`src/rtl/key_history_echo_pkg.sv`:
```
// Shared types and constants for the key history echo display path.
// Contents: history entry layout, refresh FSM encoding, segment bit order, hex glyph table.
// Latency/backpressure: none (declarations only).
package key_history_echo_pkg;

    // One history entry: valid + rls + xpd + 8-bit scan code.
    localparam int ENTRY_W = 11;

    // Segment byte is {dp,g,f,e,d,c,b,a}; values here are active-high (1 = lit).
    localparam logic [7:0] SEG_BLANK = 8'h00;
    localparam int         SEG_DP    = 7;

    typedef struct packed {
        logic       valid;
        logic       rls;
        logic       xpd;
        logic [7:0] key;
    } entry_t;

    typedef enum logic [2:0] {
        ST_IDLE,
        ST_LOAD,
        ST_SHIFT_LO,
        ST_SHIFT_HI,
        ST_DONE
    } state_t;

    // Active-high {g,f,e,d,c,b,a} glyph for one hex digit.
    function automatic logic [6:0] hex_glyph(input logic [3:0] nib);
        logic [6:0] g;
        case (nib)
            4'h0: g = 7'h3F;
            4'h1: g = 7'h06;
            4'h2: g = 7'h5B;
            4'h3: g = 7'h4F;
            4'h4: g = 7'h66;
            4'h5: g = 7'h6D;
            4'h6: g = 7'h7D;
            4'h7: g = 7'h07;
            4'h8: g = 7'h7F;
            4'h9: g = 7'h6F;
            4'hA: g = 7'h77;
            4'hB: g = 7'h7C;
            4'hC: g = 7'h39;
            4'hD: g = 7'h5E;
            4'hE: g = 7'h79;
            default: g = 7'h71;
        endcase
        return g;
    endfunction

endpackage

```
`src/rtl/key_history_echo_if.sv`:
```
// Key event input + serial 7-segment output bundle for key_history_echo.
// master: event source (start/key/rls/xpd/mode/clear_hist); slave: the display engine.
// No backpressure: events are pulses, busy is informational only.
interface key_history_echo_if #(
    parameter int DIGITS = 8
);
    localparam int CNT_W = $clog2(DIGITS / 2 + 1);

    logic             start;
    logic [7:0]       key;
    logic             rls;
    logic             xpd;
    logic             mode;
    logic             clear_hist;
    logic             busy;
    logic [CNT_W-1:0] evt_count;
    logic             SEG_CLK;
    logic             SEG_CLR;
    logic             SEG_DT;
    logic             SEG_EN;

    modport master (
        output start, key, rls, xpd, mode, clear_hist,
        input  busy, evt_count, SEG_CLK, SEG_CLR, SEG_DT, SEG_EN
    );

    modport slave (
        input  start, key, rls, xpd, mode, clear_hist,
        output busy, evt_count, SEG_CLK, SEG_CLR, SEG_DT, SEG_EN
    );

endinterface

```
`src/rtl/key_history_echo_hex_to_seg.sv`:
```
// Hex nibble to one 7-segment byte {dp,g,f,e,d,c,b,a}, with blanking and output polarity.
// Ports: nib/dp/blank in, seg out. Purely combinational, zero latency.
// No backpressure.
module hex_to_seg
    import key_history_echo_pkg::*;
#(
    parameter int SEG_ACTIVE_LOW = 1
) (
    input  logic [3:0] nib,
    input  logic       dp,
    input  logic       blank,
    output logic [7:0] seg
);

    logic [7:0] lit;

    always_comb begin
        lit = SEG_BLANK;
        if (!blank) begin
            lit[6:0]   = hex_glyph(nib);
            lit[SEG_DP] = dp;
        end
        seg = (SEG_ACTIVE_LOW != 0) ? ~lit : lit;
    end

endmodule

```
`src/rtl/key_history_echo.sv`:
```
// Key event history/echo buffer driving a serial shift-register 7-segment chain.
// Ports: clk, rst (sync, active-high), bus (slave: events in, busy/evt_count/SEG_* out).
// Latency: frame = 1 + 2*CLK_DIV*8*DIGITS + 1 clk; events never stall, mid-frame events queue one refresh.
module key_history_echo
    import key_history_echo_pkg::*;
#(
    parameter int DIGITS         = 8,
    parameter int CLK_DIV        = 4,
    parameter int SEG_ACTIVE_LOW = 1
) (
    input  logic              clk,
    input  logic              rst,
    key_history_echo_if.slave bus
);

    localparam int DEPTH   = DIGITS / 2;
    localparam int FRAME_W = 8 * DIGITS;
    localparam int BIT_W   = $clog2(FRAME_W);
    localparam int DIV_W   = $clog2(CLK_DIV + 1);
    localparam int CNT_W   = $clog2(DEPTH + 1);

    state_t               state_q, state_d;
    entry_t               entries_q [DEPTH];
    entry_t               entries_d [DEPTH];
    entry_t               hist_base [DEPTH];
    logic [CNT_W-1:0]     evt_count_q, evt_count_d;
    logic                 pending_q, pending_d;
    logic                 mode_seen_q, mode_seen_d;
    logic [FRAME_W-1:0]   shreg_q, shreg_d;
    logic [BIT_W-1:0]     bit_q, bit_d;
    logic [DIV_W-1:0]     div_q, div_d;
    logic                 seg_clr_q, seg_clr_d;
    logic                 seg_en_q, seg_en_d;

    logic                 div_last;
    logic [ENTRY_W-1:0]   new_entry;
    logic [FRAME_W-1:0]   frame;
    logic [3:0]           dig_nib   [DIGITS];
    logic                 dig_dp    [DIGITS];
    logic                 dig_blank [DIGITS];

    assign div_last  = (div_q == DIV_W'(CLK_DIV - 1));
    assign new_entry = {1'b1, bus.rls, bus.xpd, bus.key};

    // State register and all datapath flops.
    always_ff @(posedge clk) begin
        if (rst) begin
            state_q     <= ST_IDLE;
            for (int i = 0; i < DEPTH; i++) entries_q[i] <= '0;
            evt_count_q <= '0;
            pending_q   <= 1'b1;
            mode_seen_q <= 1'b0;
            shreg_q     <= '0;
            bit_q       <= '0;
            div_q       <= '0;
            seg_clr_q   <= 1'b0;
            seg_en_q    <= 1'b0;
        end else begin
            state_q     <= state_d;
            for (int i = 0; i < DEPTH; i++) entries_q[i] <= entries_d[i];
            evt_count_q <= evt_count_d;
            pending_q   <= pending_d;
            mode_seen_q <= mode_seen_d;
            shreg_q     <= shreg_d;
            bit_q       <= bit_d;
            div_q       <= div_d;
            seg_clr_q   <= seg_clr_d;
            seg_en_q    <= seg_en_d;
        end
    end

    // Next-state logic.
    always_comb begin
        state_d = state_q;
        case (state_q)
            ST_IDLE:     if (pending_q) state_d = ST_LOAD;
            ST_LOAD:     state_d = ST_SHIFT_LO;
            ST_SHIFT_LO: if (div_last) state_d = ST_SHIFT_HI;
            ST_SHIFT_HI: if (div_last) state_d = (bit_q == '0) ? ST_DONE : ST_SHIFT_LO;
            ST_DONE:     state_d = ST_IDLE;
            default:     state_d = ST_IDLE;
        endcase
    end

    // History buffer: clear applies before a same-cycle store.
    always_comb begin
        for (int i = 0; i < DEPTH; i++) begin
            hist_base[i] = bus.clear_hist ? '0 : entries_q[i];
            entries_d[i] = hist_base[i];
        end
        evt_count_d = bus.clear_hist ? '0 : evt_count_q;
        if (bus.start) begin
            for (int i = DEPTH - 1; i > 0; i--) entries_d[i] = hist_base[i-1];
            entries_d[0] = entry_t'(new_entry);
            if (evt_count_d != CNT_W'(DEPTH)) evt_count_d = evt_count_d + 1'b1;
        end
    end

    // Shifter, divider and refresh request. A new event wins over LOAD clearing
    // pending, so an event in the LOAD cycle still earns its own frame.
    always_comb begin
        shreg_d     = shreg_q;
        bit_d       = bit_q;
        div_d       = '0;
        pending_d   = pending_q;
        mode_seen_d = bus.mode;
        seg_clr_d   = 1'b1;
        seg_en_d    = 1'b1;
        if (state_q == ST_SHIFT_LO || state_q == ST_SHIFT_HI)
            div_d = div_last ? '0 : div_q + 1'b1;
        if (state_q == ST_LOAD) begin
            shreg_d   = frame;
            bit_d     = BIT_W'(FRAME_W - 1);
            pending_d = 1'b0;
        end
        if (state_q == ST_SHIFT_HI && div_last) begin
            shreg_d = shreg_q << 1;
            bit_d   = bit_q - 1'b1;
        end
        if (bus.start || bus.clear_hist || (bus.mode != mode_seen_q))
            pending_d = 1'b1;
    end

    // Per-digit glyph selection; mode is taken live, so it is sampled in LOAD.
    always_comb begin
        for (int d = 0; d < DIGITS; d++) begin
            dig_nib[d]   = 4'h0;
            dig_dp[d]    = 1'b0;
            dig_blank[d] = 1'b1;
            if (bus.mode) begin
                dig_nib[d]   = (d % 2 == 1) ? entries_q[d/2].key[7:4] : entries_q[d/2].key[3:0];
                dig_dp[d]    = (d % 2 == 0) && entries_q[d/2].rls;
                dig_blank[d] = !entries_q[d/2].valid;
            end else if (d < 4) begin
                // An invalid newest entry shows as 0 0 0 0.
                dig_blank[d] = 1'b0;
                if (entries_q[0].valid) begin
                    case (d)
                        3:       dig_nib[d] = {3'b000, entries_q[0].xpd};
                        2:       dig_nib[d] = {3'b000, entries_q[0].rls};
                        1:       dig_nib[d] = entries_q[0].key[7:4];
                        default: dig_nib[d] = entries_q[0].key[3:0];
                    endcase
                end
            end
        end
    end

    for (genvar g = 0; g < DIGITS; g++) begin : g_digit
        hex_to_seg #(
            .SEG_ACTIVE_LOW(SEG_ACTIVE_LOW)
        ) u_seg (
            .nib  (dig_nib[g]),
            .dp   (dig_dp[g]),
            .blank(dig_blank[g]),
            .seg  (frame[8*g +: 8])
        );
    end

    // Moore outputs decoded from state.
    always_comb begin
        bus.SEG_CLK   = (state_q == ST_SHIFT_HI);
        bus.SEG_DT    = (state_q == ST_SHIFT_LO || state_q == ST_SHIFT_HI) ? shreg_q[FRAME_W-1] : 1'b0;
        bus.busy      = (state_q == ST_LOAD || state_q == ST_SHIFT_LO || state_q == ST_SHIFT_HI);
        bus.SEG_CLR   = seg_clr_q;
        bus.SEG_EN    = seg_en_q;
        bus.evt_count = evt_count_q;
    end

endmodule

```
`src/flat_wrapper.sv`:
```
// flat-port wrapper written by rule: the top's interface ports become plain ports
module key_history_echo_flat import key_history_echo_pkg::*;
#(
    parameter int DIGITS         = 8,
    parameter int CLK_DIV        = 4,
    parameter int SEG_ACTIVE_LOW = 1
)
  (clk, rst, bus_start, bus_key, bus_rls, bus_xpd, bus_mode, bus_clear_hist, bus_busy, bus_evt_count, bus_SEG_CLK, bus_SEG_CLR, bus_SEG_DT, bus_SEG_EN);
  key_history_echo_if #(.DIGITS(DIGITS)) bus_i ();
  input  logic clk;
  input  logic rst;
  input wire logic [$bits(bus_i.start)-1:0] bus_start;
  input wire logic [$bits(bus_i.key)-1:0] bus_key;
  input wire logic [$bits(bus_i.rls)-1:0] bus_rls;
  input wire logic [$bits(bus_i.xpd)-1:0] bus_xpd;
  input wire logic [$bits(bus_i.mode)-1:0] bus_mode;
  input wire logic [$bits(bus_i.clear_hist)-1:0] bus_clear_hist;
  output wire logic [$bits(bus_i.busy)-1:0] bus_busy;
  output wire logic [$bits(bus_i.evt_count)-1:0] bus_evt_count;
  output wire logic [$bits(bus_i.SEG_CLK)-1:0] bus_SEG_CLK;
  output wire logic [$bits(bus_i.SEG_CLR)-1:0] bus_SEG_CLR;
  output wire logic [$bits(bus_i.SEG_DT)-1:0] bus_SEG_DT;
  output wire logic [$bits(bus_i.SEG_EN)-1:0] bus_SEG_EN;
  assign bus_i.start = bus_start;
  assign bus_i.key = bus_key;
  assign bus_i.rls = bus_rls;
  assign bus_i.xpd = bus_xpd;
  assign bus_i.mode = bus_mode;
  assign bus_i.clear_hist = bus_clear_hist;
  assign bus_busy = bus_i.busy;
  assign bus_evt_count = bus_i.evt_count;
  assign bus_SEG_CLK = bus_i.SEG_CLK;
  assign bus_SEG_CLR = bus_i.SEG_CLR;
  assign bus_SEG_DT = bus_i.SEG_DT;
  assign bus_SEG_EN = bus_i.SEG_EN;
  key_history_echo #(.DIGITS(DIGITS), .CLK_DIV(CLK_DIV), .SEG_ACTIVE_LOW(SEG_ACTIVE_LOW)) u_core (.clk(clk), .rst(rst), .bus(bus_i));
endmodule
```
`config.mk`:
```
export PLATFORM = sky130hd
export DESIGN_NAME = key_history_echo_flat
export DESIGN_NICKNAME = d
export VERILOG_FILES = /design/src/rtl/key_history_echo_pkg.sv /design/src/rtl/key_history_echo_if.sv /design/src/rtl/key_history_echo_hex_to_seg.sv /design/src/rtl/key_history_echo.sv /design/src/flat_wrapper.sv
export SDC_FILE = /design/constraint.sdc
export NUM_CORES = 1
export LEC_CHECK = 0
export CORE_ASPECT_RATIO = 0.7
export CORE_UTILIZATION = 56
export CTS_CLUSTER_DIAMETER = 60
export DETAILED_ROUTE_END_ITERATION = 12
export PLACE_DENSITY = 0.82
export SYNTH_ARGS = -nofsm -noshare
export SYNTH_HDL_FRONTEND = slang
export SYNTH_SLANG_ARGS = --single-unit
```
`constraint.sdc`:
```
create_clock -name clk -period 3.1 [get_ports clk]
set_input_delay 0.62 -clock clk [delete_from_list [all_inputs] [get_ports clk]]
set_output_delay 0.62 -clock clk [all_outputs]
set_load 0.02 [all_outputs]
```
==> results.toml, run 1 <==
[detailed_routing]
drc = 3
ant_nets = 0
detail_route.wl_per_cell_um = 17.7
vias = 6451
drt-initial-drc-count = 714
via_per_inst = 6.31
firstDrtPassIters = 9
routed_wl_um = 18100

[hold_path]
hold_class = "reg2reg"
hold_depth = 1

[floorplanning]
num_rows = 34
die_y_um = 97.6
start_util = 0.581
core_area_mm2 = 0.0126
die_area_mm2 = 0.0135
io_pins = 23
die_x_um = 139

[clock_tree]
cts_tree = "done"
cts_made_buffers = 17
clock_path_buffers = 2
insertion_delay_ns = 0.42
clkTransAtPathRegs_ns = 0.06
cts.repair.resized = 0
cts-htree-levels = 4
holdBufCountCts = 0
cts_sinks = 123
post_cts_buffers = 0
cts_root_buffer = "clkbuf_16"

[synth]
synthCells = 881
synth_area_mm2 = 0.00731
synth-edff-count = 0
ys_top_cells_by_area = "dfxtp_1 34%, ha_1 8.2%, mux2i_1 6.4%, a22oi_1 5.2%, a21oi_1 4.5%"
synth_top_area_share = 0.337
yosys.cell_types.count = 68
ys.warnings.count = 0
async_flop_share = 0
yosysSeqAreaShare = 0.337
syn_area_per_cell_um2 = 8.30
synth_fp_nets = 944
ys_ff_latch = 123
yosys_most_used_dff = "dfxtp_1"
synth_largest_area_cell = "dfxtp_1"

[timing]
finalMaxSlewViolations = 0
worst_slew_pin_slew_ns = 0.940
setup_tns_ns = 0
max_freq_ghz = 0.392
slew_headroom = 0.373
final.period_utilization = 0.823
rsz0062_at_grt = "false"
finalSetupViolations = 0
whs_ns = 0.427
hold_viol = 0
worst_clock_skew_ns = 0.00566
timing.final.crit_period_ns = 2.55

[grt]
antenna_found_initial = 0
grt_max_degree = 88
grt_pass1_vias = 5871
overflow = 0
track_usage = 0.273
grt_pass1_wl_um = 30100

[critical_path]
cp.required_ns = 2.48
crit_arrival_ns = 1.93
cp_slowest_cell = "dfxtp_1"
crit_path_end_kind = "primary output"
critPathTopFamily = "flip-flops"
cp-start-kind = "flip-flop"
cp_max_fo = 11
cp.depth = 3
reg2regPathDepth = 5
crit_buf_inv = 1
path_class = "reg2out"
critPathMaxStageDelay_ns = 0.57
cp_cell_sequence = "and2b_1 > and2_1 > clkdlybuf4s50_1"

[power]
powerDensity_mw_per_mm2 = 568
finalPower_uw = 4590
p_leak_uw = 0.00311
vdd_drop_max_mv = 0.359

[cells_and_area]
drive_above_1_share = 0.0859
n_antenna_cell = 0
finish.utilization = 0.643
final_nets = 911
layout_commonest_cell = "dfxtp_1"
final_area_mm2 = 0.00809
syn_to_final_growth_pct = 10.6
final_cell_mix = "123 x dfxtp_1, 76 x nor2_1, 66 x a21oi_1"

[placed_design]
dp_hpwl_um = 11400
place_congestion = 0.918
placed_cell_area_mm2 = 0.00746
io_buffers = 22

[run_status]
violations = "design-rule violations"
status = "complete, but fails checks"

[run]
maxCapViolCount = 0
==> stage by stage <==
stage          setup slack (ns)  cells
2_1_floorplan             0.565    881
3_3_place_gp              0.574    991
3_5_place_dp              0.516    991
4_1_cts                   0.525   1023
5_1_grt                   0.456   1023
6_report                  0.547   1023
==> per-layer routing <==
layer  wire length [um]  track usage  share of wire
met2               7590        0.390           0.42
met3               1200       0.0439          0.066
met1               9110        0.412           0.50
met5                  0            0              0
met4                221       0.0873          0.012
==> synth_stat cells (all sizes together) (3+ instances only) <==
cell type	count
o21ai	45
o31ai	7
nor2b	16
o2bb2ai	3
a21o	3
buf	30
xor2	3
a22oi	51
a31o	8
a211o	3
clkbuf	58
nor2	77
ha	48
o21a	4
a2111oi	3
nor3	13
mux2i	47
and2	7
a221oi	13
o21bai	4
nor3b	16
o22ai	20
o311ai	3
dfxtp	123
a21oi	66
nand3	13
o211ai	4
inv	33
a31oi	12
nand4b	4
nand4	3
nand2	63
nand3b	6
a311o	3
a211oi	10
mux2	6
a311oi	4
or3b	5
nand2b	16
==> cell families after synthesis <==
logic type | after synthesis | share of synthesized area
AO/OA/AOI/OAI | 282 | 0.257
XOR/XNOR | 3 | 0.00359
adder cells (fa/ha/maj) | 48 | 0.0821
buffers and inverters | 121 | 0.0698
flip-flops | 123 | 0.337
multiplexers | 54 | 0.0766
AND/OR/NAND/NOR | 250 | 0.174
==> where the power goes <==
| part | internal (uW) | switching [uW] | leakage (uW) | total, uW |
|---|---|---|---|---|
| Sequential | 1720 | 127 | 0.00101 | 1850 |
| Clock | 1370 | 772 | 0.000307 | 2140 |
| Combinational | 252 | 350 | 0.00179 | 602 |
| Total | 3340 | 1250 | 0.00311 | 4590 |
==> final cells by class <==
type | instances | area (um^2)
multi-input cells | 637 | 4350
clock inverters | 14 | 194
inverters | 33 | 124
well taps | 162 | 203
fillers | 992 | 4500
flip-flops and latches | 123 | 2460
clock buffers | 18 | 439
repair buffers | 36 | 323
==> state kept, by name, summed over array words and instances, names as in the netlist, 3 cells and up <==
name,cells
u_core.div_q,3
u_core.bus.evt_count,3
u_core.shreg_q,64
u_core.state_q,3
u_core.entries_q,41
u_core.bit_q,6
==> worst register-to-register path: cells and delay by family, from the launching register on <==
family                 cells  cell delay (ns)
and+or+nand+nor            2             0.81
AOI/OAI and AO/OA          1             0.33
buffers and inverters      2             0.69
DFF                        1             0.48
==> path summary, 6_finish.rpt <==
path | startpoint | to | slack, ns
hold reg to reg | u_core.div_q[0] | u_core.div_q[0] | 0.43
hold / removal | u_core.div_q[0] | u_core.div_q[0] | 0.43
setup reg to reg | u_core.state_q[1] | u_core.shreg_q[19] | 0.70
setup / recovery | u_core.state_q[2] | bus_SEG_CLK | 0.55
Power figures use the tool's default switching activity.
==> inputs of run 2 (changes only) <==
==> constraint.sdc (replaced) <==
create_clock -name clk -period 2.4 [get_ports clk]
set_input_delay 0.48 -clock clk [delete_from_list [all_inputs] [get_ports clk]]
set_output_delay 0.48 -clock clk [all_outputs]
set_load 0.02 [all_outputs]
==> run 2 against run 1 <==
Against the previous run:
- the run still ends with design-rule violations left
- clock skew grew 0.0019 ns
- worst hold slack worse by 0.092 ns
- sequential share of layout area decreased by 0.82 points
- clock power increased by 41%
- combinational power up 39%
- core utilization rose by 1.8 points
- design area rose by 2.8%
- first-iteration DRC count up 7.7%
- critical path type unchanged
==> results.toml, run 2 (synthesis results as in run 1) <==
[placed_design]
place_worst_setup_slack_ns = 0.0241
place_congestion = 0.933
io_buffers = 22
dp_hpwl_um = 12200

[timing]
worst_slew_pin_slew_ns = 0.783
rsz0062_at_grt = "false"
setup_tns_ns = 0
slew_headroom = 0.477
worst_clock_skew_ns = 0.00758
finalSetupViolations = 0
final.period_utilization = 0.908
max_freq_ghz = 0.459
hold_viol = 0
setup_ws_ns = 0.221
timing.final.crit_period_ns = 2.18
finalMaxSlewViolations = 0

[detailed_routing]
drc = 1
ant_nets = 0
via_per_inst = 6.40
detail_route.wl_per_cell_um = 18.4
firstDrtPassIters = 10
routed_wl_um = 19100
vias = 6652
drt-initial-drc-count = 769

[grt]
grt.met1_usage = 0.422
overflow = 0
grt-busiest-layer = "met2"
antenna_found_initial = 0
met2_usage = 0.431
grt_max_degree = 63
grt_pass1_vias = 6178
met3_usage = 0.0567
track_usage = 0.293
grt_pass1_wl_um = 31800

[cells_and_area]
largest_register = "u_core.shreg_q"
layout_commonest_cell = "dfxtp_1"
reg.largest.list = "u_core.shreg_q x64, u_core.entries_q x41, u_core.bit_q x6"
fillers = 974
n_antenna_cell = 0
final_cell_mix = "122 x dfxtp_1, 76 x nor2_1, 66 x a21oi_1"
syn_to_final_growth_pct = 13.8
final_nets = 928
drive_above_1_share = 0.105
largest_register_ffs = 64

[run]
maxCapViolCount = 0

[clock_tree]
holdBufCountCts = 0
cts_root_buffer = "clkbuf_16"
cts-htree-levels = 4
cts_made_buffers = 17
insertion_delay_ns = 0.41
cts_tree = "done"
post_cts_buffers = 0
clkTransAtPathRegs_ns = 0.06
clock_path_buffers = 2
cts_sinks = 123

[critical_path]
cp_cell_sequence = "nand2_1 > nor2_1 > clkdlybuf4s50_1"
path_class = "reg2out"
cp-start-kind = "flip-flop"
cp_slowest_cell = "clkdlybuf4s50_1"
critPathMaxStageDelay_ns = 0.60
crit_arrival_ns = 1.70
crit_path_end_kind = "primary output"
cp.required_ns = 1.92
cp_max_fo = 14

[hold_path]
hold_class = "in2reg"

[power]
internal_power_uw = 4640
comb_power_share = 0.134
clkPwrFrac = 0.483
vdd_drop_max_mv = 0.543
netSwitchingFraction = 0.256
p_leak_uw = 0.00323
switching_power_uw = 1600
seq_power_share = 0.383
powerDensity_mw_per_mm2 = 749

[floorplanning]
core_area_mm2 = 0.0126
die_y_um = 97.6
die_area_mm2 = 0.0135
die_x_um = 139
num_rows = 34
io_pins = 23
start_util = 0.581

[run_status]
violations = "design-rule violations"
status = "complete, but fails checks"
-- run 2: cell count changes in the layout (fill, tap and decap cells not counted) --
cell,before,now
buf_4,13,27
buf_12,1,4
bufinv_16,4,7
clkbuf_8,1,0
clkinv_2,3,2
dfxtp_1,123,122
dfxtp_2,0,1
inv_6,2,1
-- run 2: power groups by stage --
| stage | Sequential [uW] | Combinational (uW) | Clock, uW |
|---|---|---|---|
| 3_3_place_gp | 2410 | 786 | 0 |
| 2_1_floorplan | 2350 | 614 | 0 |
| 4_1_cts | 2370 | 824 | 3030 |
| 6_report | 2390 | 834 | 3010 |
| 5_1_grt | 2400 | 920 | 3130 |
| 3_5_place_dp | 2410 | 809 | 0 |
-- run 2: area by class of cell --
| type | instances | area, um^2 | area share |
|---|---|---|---|
| multi-input cells | 637 | 4350 | 0.522 |
| inverters | 33 | 124 | 0.0149 |
| flip-flops and latches | 123 | 2460 | 0.296 |
| repair buffers | 53 | 488 | 0.0586 |
| well taps | 162 | 203 | 0.0244 |
| clock inverters | 15 | 270 | 0.0325 |
| clock buffers | 17 | 425 | 0.0511 |
-- run 2: final timing paths --
kind	end	slack, ns	from	cells after the start
setup reg to reg	u_core.shreg_q[33]	0.32	u_core.div_q[0]	7
setup / recovery	bus_SEG_DT	0.22	u_core.state_q[1]	3
hold / removal	u_core.bit_q[3]	0.33	rst	2
hold reg to reg	u_core.div_q[0]	0.42	u_core.div_q[0]	1
-- run 2: worst max-delay path, delay by kind of cell, from the launching register on --
| family | cells | cell delay, ns |
|---|---|---|
| flip-flops | 1 | 0.51 |
| AND/OR/NAND/NOR | 2 | 0.17 |
| buffers and inverters | 1 | 0.60 |
-- run 2: layer usage --
metal  vias up  wire (um)
li1       3172          -
met1      3120       8800
met2       334       8260
met3        26       1820
met4         0        209
met5         -          0
-- run 2: what timing repair did --
action | in CTS | in global routing
gates resized for setup | 0 | 1
endpoints found under the hold margin | 0 | 0
endpoints found under the setup margin | 0 | 3
-- run 2: metrics by stage --
step	instance area (um^2)	hold WS (ns)	power [uW]	instances	utilization
after global placement	7620	0.412	3200	1008	0.606
after CTS	8320	0.327	6230	1040	0.661
final	8320	0.335	6230	1040	0.661
after floorplan	7310	0.397	2960	881	-
after detailed placement	7620	0.416	3220	1008	0.606
after global routing	8320	0.342	6450	1040	0.661
